[src/rtl/mips_ctrl_pkg.sv]
// Shared encodings for the multi-cycle MIPS control sequencer.
package mips_ctrl_pkg;

  localparam logic [5:0] OP_R    = 6'd0;
  localparam logic [5:0] OP_J    = 6'd2;
  localparam logic [5:0] OP_BEQ  = 6'd4;
  localparam logic [5:0] OP_BNE  = 6'd5;
  localparam logic [5:0] OP_ADDI = 6'd8;
  localparam logic [5:0] OP_ORI  = 6'd13;
  localparam logic [5:0] OP_LW   = 6'd35;
  localparam logic [5:0] OP_SW   = 6'd43;

  localparam logic [5:0] FUNCT_JR = 6'd8;

  localparam logic [1:0] ALU_ADD   = 2'b00;
  localparam logic [1:0] ALU_SUB   = 2'b01;
  localparam logic [1:0] ALU_FUNCT = 2'b10;
  localparam logic [1:0] ALU_OR    = 2'b11;

  localparam logic [1:0] SRCB_RT     = 2'b00;
  localparam logic [1:0] SRCB_FOUR   = 2'b01;
  localparam logic [1:0] SRCB_IMM    = 2'b10;
  localparam logic [1:0] SRCB_IMM_SH = 2'b11;

  localparam logic [1:0] PCS_ALU    = 2'b00;
  localparam logic [1:0] PCS_ALUOUT = 2'b01;
  localparam logic [1:0] PCS_JUMP   = 2'b10;
  localparam logic [1:0] PCS_RS     = 2'b11;

  localparam logic [1:0] FAULT_NONE    = 2'b00;
  localparam logic [1:0] FAULT_ILLEGAL = 2'b01;
  localparam logic [1:0] FAULT_TIMEOUT = 2'b10;

  typedef enum logic [3:0] {
    S_RST,
    S_FETCH,
    S_DECODE,
    S_EXEC_R,
    S_R_WB,
    S_EXEC_I,
    S_I_WB,
    S_MEM_ADDR,
    S_MEM_RD,
    S_LW_WB,
    S_MEM_WR,
    S_BRANCH,
    S_JUMP,
    S_JR,
    S_FAULT
  } state_e;

endpackage

[src/rtl/mem_wait_timer.sv]
// Counts memory wait cycles and flags when the wait limit is reached.
module mem_wait_timer #(
  parameter int MEM_TIMEOUT = 16
) (
  input  logic clk,
  input  logic rst,
  input  logic clear,
  input  logic waiting,
  input  logic memReady,
  output logic expired
);

  localparam int CW = (MEM_TIMEOUT > 1) ? $clog2(MEM_TIMEOUT) : 1;
  localparam logic [CW-1:0] LIMIT = CW'((MEM_TIMEOUT > 0) ? MEM_TIMEOUT - 1 : 0);

  logic [CW-1:0] wait_cnt_q, wait_cnt_d;

  always_comb begin
    wait_cnt_d = wait_cnt_q;
    if (clear)
      wait_cnt_d = '0;
    else if (waiting && !memReady)
      wait_cnt_d = wait_cnt_q + 1'b1;
  end

  always_ff @(posedge clk or posedge rst) begin
    if (rst) wait_cnt_q <= '0;
    else     wait_cnt_q <= wait_cnt_d;
  end

  // A ready in the final allowed cycle completes normally, so memReady gates expiry.
  assign expired = (MEM_TIMEOUT != 0) && waiting && !memReady && (wait_cnt_q == LIMIT);

endmodule

[src/rtl/multi_cycle_control.sv]
// Multi-cycle MIPS control FSM: fetch/decode/execute/memory/writeback sequencing.
module multi_cycle_control
  import mips_ctrl_pkg::*;
#(
  parameter int MEM_TIMEOUT = 16,
  parameter int CNT_W       = 32
) (
  input  logic             clk,
  input  logic             rst,
  input  logic [5:0]       opcode,
  input  logic [5:0]       funct,
  input  logic             memReady,
  output logic             pcWrite,
  output logic             pcWriteCond,
  output logic             branchNe,
  output logic             iorD,
  output logic             memRead,
  output logic             memWrite,
  output logic             irWrite,
  output logic             regDst,
  output logic             memToReg,
  output logic             regWrite,
  output logic             aluSrcA,
  output logic [1:0]       aluSrcB,
  output logic [1:0]       aluOp,
  output logic [1:0]       pcSource,
  output logic             instrDone,
  output logic [CNT_W-1:0] instrCount,
  output logic             fault,
  output logic [1:0]       faultCode
);

  state_e           state_q, state_d;
  logic [5:0]       op_q, op_d, funct_q, funct_d;
  logic [1:0]       fault_code_q, fault_code_d;
  logic [CNT_W-1:0] instr_count_q, instr_count_d;
  logic             waiting, expired, timer_clear;

  assign waiting     = (state_q == S_FETCH) || (state_q == S_MEM_RD) || (state_q == S_MEM_WR);
  assign timer_clear = (state_d != state_q);

  mem_wait_timer #(.MEM_TIMEOUT(MEM_TIMEOUT)) u_timer (
    .clk      (clk),
    .rst      (rst),
    .clear    (timer_clear),
    .waiting  (waiting),
    .memReady (memReady),
    .expired  (expired)
  );

  always_comb begin
    state_d      = state_q;
    op_d         = op_q;
    funct_d      = funct_q;
    fault_code_d = fault_code_q;
    pcWrite = 1'b0; pcWriteCond = 1'b0; branchNe = 1'b0; iorD = 1'b0;
    memRead = 1'b0; memWrite = 1'b0; irWrite = 1'b0; regDst = 1'b0;
    memToReg = 1'b0; regWrite = 1'b0; aluSrcA = 1'b0; instrDone = 1'b0;
    aluSrcB = SRCB_RT; aluOp = ALU_ADD; pcSource = PCS_ALU;
    case (state_q)
      S_RST: state_d = S_FETCH;
      S_FETCH: begin
        memRead = 1'b1;
        aluSrcB = SRCB_FOUR;
        if (memReady) begin
          irWrite = 1'b1;
          pcWrite = 1'b1;
          state_d = S_DECODE;
        end else if (expired) begin
          state_d      = S_FAULT;
          fault_code_d = FAULT_TIMEOUT;
        end
      end
      S_DECODE: begin
        aluSrcB = SRCB_IMM_SH;
        op_d    = opcode;
        funct_d = funct;
        case (opcode)
          OP_R:            state_d = (funct == FUNCT_JR) ? S_JR : S_EXEC_R;
          OP_BEQ, OP_BNE:  state_d = S_BRANCH;
          OP_LW, OP_SW:    state_d = S_MEM_ADDR;
          OP_ADDI, OP_ORI: state_d = S_EXEC_I;
          OP_J:            state_d = S_JUMP;
          default: begin
            state_d      = S_FAULT;
            fault_code_d = FAULT_ILLEGAL;
          end
        endcase
      end
      S_EXEC_R: begin
        aluSrcA = 1'b1;
        aluOp   = ALU_FUNCT;
        state_d = S_R_WB;
      end
      S_R_WB: begin
        regDst    = 1'b1;
        // jr never reaches here; the guard keeps it from ever writing a register.
        regWrite  = (funct_q != FUNCT_JR);
        instrDone = 1'b1;
        state_d   = S_FETCH;
      end
      S_EXEC_I: begin
        aluSrcA = 1'b1;
        aluSrcB = SRCB_IMM;
        aluOp   = (op_q == OP_ORI) ? ALU_OR : ALU_ADD;
        state_d = S_I_WB;
      end
      S_I_WB: begin
        regWrite  = 1'b1;
        instrDone = 1'b1;
        state_d   = S_FETCH;
      end
      S_MEM_ADDR: begin
        aluSrcA = 1'b1;
        aluSrcB = SRCB_IMM;
        state_d = (op_q == OP_LW) ? S_MEM_RD : S_MEM_WR;
      end
      S_MEM_RD: begin
        memRead = 1'b1;
        iorD    = 1'b1;
        if (memReady) begin
          state_d = S_LW_WB;
        end else if (expired) begin
          state_d      = S_FAULT;
          fault_code_d = FAULT_TIMEOUT;
        end
      end
      S_LW_WB: begin
        memToReg  = 1'b1;
        regWrite  = 1'b1;
        instrDone = 1'b1;
        state_d   = S_FETCH;
      end
      S_MEM_WR: begin
        memWrite = 1'b1;
        iorD     = 1'b1;
        if (memReady) begin
          instrDone = 1'b1;
          state_d   = S_FETCH;
        end else if (expired) begin
          state_d      = S_FAULT;
          fault_code_d = FAULT_TIMEOUT;
        end
      end
      S_BRANCH: begin
        aluSrcA     = 1'b1;
        aluOp       = ALU_SUB;
        pcWriteCond = 1'b1;
        pcSource    = PCS_ALUOUT;
        branchNe    = (op_q == OP_BNE);
        instrDone   = 1'b1;
        state_d     = S_FETCH;
      end
      S_JUMP: begin
        pcWrite   = 1'b1;
        pcSource  = PCS_JUMP;
        instrDone = 1'b1;
        state_d   = S_FETCH;
      end
      S_JR: begin
        pcWrite   = 1'b1;
        pcSource  = PCS_RS;
        instrDone = 1'b1;
        state_d   = S_FETCH;
      end
      S_FAULT: state_d = S_FAULT;
      default: state_d = S_RST;
    endcase
    instr_count_d = instr_count_q + CNT_W'(instrDone);
  end

  always_ff @(posedge clk or posedge rst) begin
    if (rst) begin
      state_q       <= S_RST;
      op_q          <= '0;
      funct_q       <= '0;
      fault_code_q  <= FAULT_NONE;
      instr_count_q <= '0;
    end else begin
      state_q       <= state_d;
      op_q          <= op_d;
      funct_q       <= funct_d;
      fault_code_q  <= fault_code_d;
      instr_count_q <= instr_count_d;
    end
  end

  assign fault      = (state_q == S_FAULT);
  assign faultCode  = fault_code_q;
  assign instrCount = instr_count_q;

endmodule

[config.mk]
export PLATFORM = sky130hd
export DESIGN_NAME = multi_cycle_control
export DESIGN_NICKNAME = d
export VERILOG_FILES = /design/src/rtl/mips_ctrl_pkg.sv /design/src/rtl/mem_wait_timer.sv /design/src/rtl/multi_cycle_control.sv
export SDC_FILE = /design/constraint.sdc
export NUM_CORES = 1
export LEC_CHECK = 0
export ABC_AREA = 1
export CORE_AREA = 2 2 86 88
export DETAILED_ROUTE_END_ITERATION = 12
export DIE_AREA = 0 0 88 90
export PLACE_DENSITY = 0.77
export SLEW_MARGIN = 20
export SYNTH_ARGS = -nofsm -noshare
export SYNTH_HDL_FRONTEND = slang
export SYNTH_SLANG_ARGS = --single-unit
[constraint.sdc]
create_clock -name clk -period 2.4 [get_ports clk]
set_input_delay 0.48 -clock clk [delete_from_list [all_inputs] [get_ports clk]]
set_output_delay 0.48 -clock clk [all_outputs]
set_load 0.05 [all_outputs]
==> flow_summary.json, run 1 <==
{
  "run_status": "completed",
  "drtAntennaViolNets": 0,
  "setup_viol": 0,
  "place_ws_ns": -0.304,
  "top_layer_used": "met4",
  "maxSlewViolCount": 0,
  "antenna_found_initial": 0,
  "place_hpwl_mm": 6.29,
  "design.portCount": 68,
  "cts_hold_repair.buffers": 0,
  "hold_violations": 0,
  "synth_area_per_cell_um2": 8.31,
  "stdcell_area_um2": 4620,
  "yosys.area.top_type_share_pct": 43.5,
  "holdWs_ns": 0.470,
  "routed-via-count": 2943,
  "cts_buffers": 5,
  "cts_max_level": 2,
  "antenna-diode-count": 0,
  "syn_nets": 392,
  "area_of_the_mapped_netlist_um2": 3110,
  "area_of_the_core_um2": 7020,
  "layout_worst_path_cycle_share_pct": 100,
  "setup.worst_path.start": "state_q[3]",
  "max_clock_freq_mhz": 417,
  "layout_min_cycle_time_ns": 2.40,
  "cts.sinks": 54,
  "final_critical_path_setup_slack_ns": 0.00117,
  "grt_setup_unrepaired": "true",
  "multiInputGateArea_um2": 1740,
  "ys_seq_elements": 54,
  "synth_top_cells_by_area": "dfrtp_1 (43%), nand2_1 (11%), xor2_1 (5.6%)",
  "yosys.area.top_type": "dfrtp_1",
  "replace_congestion": 0.924,
  "drt-wirelength-per-cell_um": 13.7,
  "synthesis.yosys.warnings": 0,
  "ctsLongestPathBuffers": 2,
  "die_h_um": 90,
  "gr-total-overflow": 0,
  "timing.setup.critical_path_class": "flop to output port",
  "timing.rr.start": "state_q[1]",
  "number_of_global_route_vias_before_repair": 2810,
  "max_slew.worst_pin.slew_ns": 0.622,
  "die_area_um2": 7920,
  "drtPass1Iterations": 6,
  "power.ir.vdd_worst_mv": 0.858,
  "post-route-drc-count": 0,
  "rows": 31,
  "grt.total_usage_pct": 20.9,
  "synth-edff-count": 0,
  "synthCells": 374,
  "die_w_um": 88,
  "wl_met1_mm": 3.34,
  "routed_wirelength_mm": 8.04,
  "synth-seq-area-share_pct": 43.5,
  "grt_first_pass_wirelength_mm": 13.2,
  "power-per-cell-area_nw_per_um2": 1020,
  "critPathArrivalTime_ns": 1.92,
  "synth_top_cells_by_count": "nand2_1 (87), dfrtp_1 (54), inv_1 (37)",
  "detailroute.wirelength.met3_um": 458,
  "clock-skew-final_ns": 0.0175,
  "layout.filler_cells": 566,
  "detailedRoute.firstIterationViolations": 143,
  "dpl-instance-area_um2": 4370,
  "total_leakage_power_nw": 2.20,
  "cap_violations": 0,
  "initial_utilization_pct": 44.3,
  "endpoint_kind": "output port",
  "ff2ff_setup_slack_ns": 0.04,
  "clock_latency_reported_for_the_late_side_of_the_worst_skew_pair_ns": 0.32,
  "nets": 505,
  "timing.critical_path.fanout_max": 6,
  "hold_path_class": "primary input to asynchronous set/reset pin",
  "yosys.cell_count.top_type": "nand2_1",
  "routed-wl-met2_mm": 4.18,
  "asr_flop_ratio_synth_pct": 100,
  "flow.area_growth_from_synthesis_pct": 48.6,
  "startpoint_type": "flop",
  "io_buffer_count": 67,
  "grt_max_degree": 37,
  "area.sequential_um2": 1360,
  "post_route_cells_drive_above_1_share_pct": 30.3,
  "clock_tree_from_tritoncts": "yes",
  "clkSlewWorstSetupHoldPaths_ns": 0.10,
  "relSlewSlack_pct": 58.2,
  "distinct_cells_synth": 38,
  "clockRootBuffer": "clkbuf_8",
  "synthFlopType": "dfrtp_1",
  "via_per_inst": 5.01,
  "worst_ep_required_time_ns": 1.92
}
-- worst max-delay path, cell delays in order, from the launching register on --
cell	delay (ns)
dfrtp_2	0.48
inv_2	0.11
nand2_4	0.06
buf_6	0.13
or4_4	0.55
o21ai_4	0.10
buf_12	0.16
-- through the flow --
stage	util [%]	instances	setup TNS, ns	power, W
after global routing	65.8	587	-0.603	0.00495
after detailed placement	62.3	573	-2.25	0.00395
after floorplan	-	374	-5.27	0.00290
after global placement	62.3	573	-1.03	0.00387
after CTS	64.6	583	-0.00848	0.00463
final	65.8	587	0	0.00470
-- kinds of logic (layout without fill, tap and decap cells) --
| logic type | after synthesis | count (layout) | share of synthesized area (%) |
|---|---|---|---|
| buf+inv | 48 | 162 | 6.12 |
| fa+ha+maj | 3 | 3 | 1.21 |
| mux | 1 | 1 | 0.322 |
| simple gates | 213 | 213 | 35.3 |
| flops | 54 | 54 | 43.5 |
| compound gates | 23 | 23 | 4.55 |
| xor+xnor | 32 | 32 | 9.02 |
-- area by class of cell --
class | count | share of cell area [%]
Timing Repair Buffer | 110 | 24.1
Tap cell | 99 | 2.68
Clock buffer | 5 | 1.49
Multi-Input combinational cell | 272 | 37.7
Sequential cell | 54 | 29.3
Clock inverter | 3 | 1.03
Inverter | 44 | 3.66
-- path summary, 6_finish.rpt --
path | endpoint | depth (start not counted)
min in group clk | instrCount[31] | 1
worst max-delay path | aluOp[1] | 6
max in group asynchronous | instrCount[20] | 3
worst min-delay path | op_q[2] | 2
worst min register to register | instrCount[31] | 1
worst max register to register | instrCount[24] | 14
-- cells in the final DEF (no fill, tap or decap), drive strengths merged, types with 5 or more instances in the layout --
cell / n
buf: 62
clkbuf: 5
clkdlybuf4s50: 48
dfrtp: 54
inv: 44
nand2: 100
nand3: 28
nand4: 9
nor2: 52
nor3: 16
o21ai: 14
xnor2: 12
xor2: 20
-- registers in the layout, indices dropped and copies added, names as in the netlist --
signal / cells
state_q: 4
instrCount: 32
faultCode: 2
u_timer.wait_cnt_q: 4
op_q: 6
funct_q: 6
-- power breakdown --
part	leakage, nW	internal (W)	switching, W	total, W
Combinational	1.46	0.00109	0.00160	0.00269
Clock	0.0587	0.000317	0.000328	0.000645
Sequential	0.679	0.00112	0.000240	0.00136
-- per-layer routing --
layer | track usage (%) | up-vias
li1 | - | 1425
met1 | 27.7 | 1394
met2 | 35.7 | 115
met3 | 3.31 | 9
met4 | 4.49 | 0
met5 | 0 | -
-- timing repair --
item / CTS / global route
setup buffers: 2 / 4
pin swaps: 2 / 3
resized for setup: 13 / 12
setup endpoints to repair: 10 / 14
Note: power is estimated with default switching activity, not from simulation.
==> run 2: changes to the inputs <==
--- a/config.mk
+++ b/config.mk
@@ -6,11 +6,11 @@
 export NUM_CORES = 1
 export LEC_CHECK = 0
 export ABC_AREA = 1
+export CAP_MARGIN = 25
 export CORE_AREA = 2 2 86 88
 export DETAILED_ROUTE_END_ITERATION = 12
 export DIE_AREA = 0 0 88 90
 export PLACE_DENSITY = 0.77
-export SLEW_MARGIN = 20
 export SYNTH_ARGS = -nofsm -noshare
 export SYNTH_HDL_FRONTEND = slang
 export SYNTH_SLANG_ARGS = --single-unit
==> results of run 2 <==
Same layout as run 1: the final DEF is identical, and so are final timing and power.
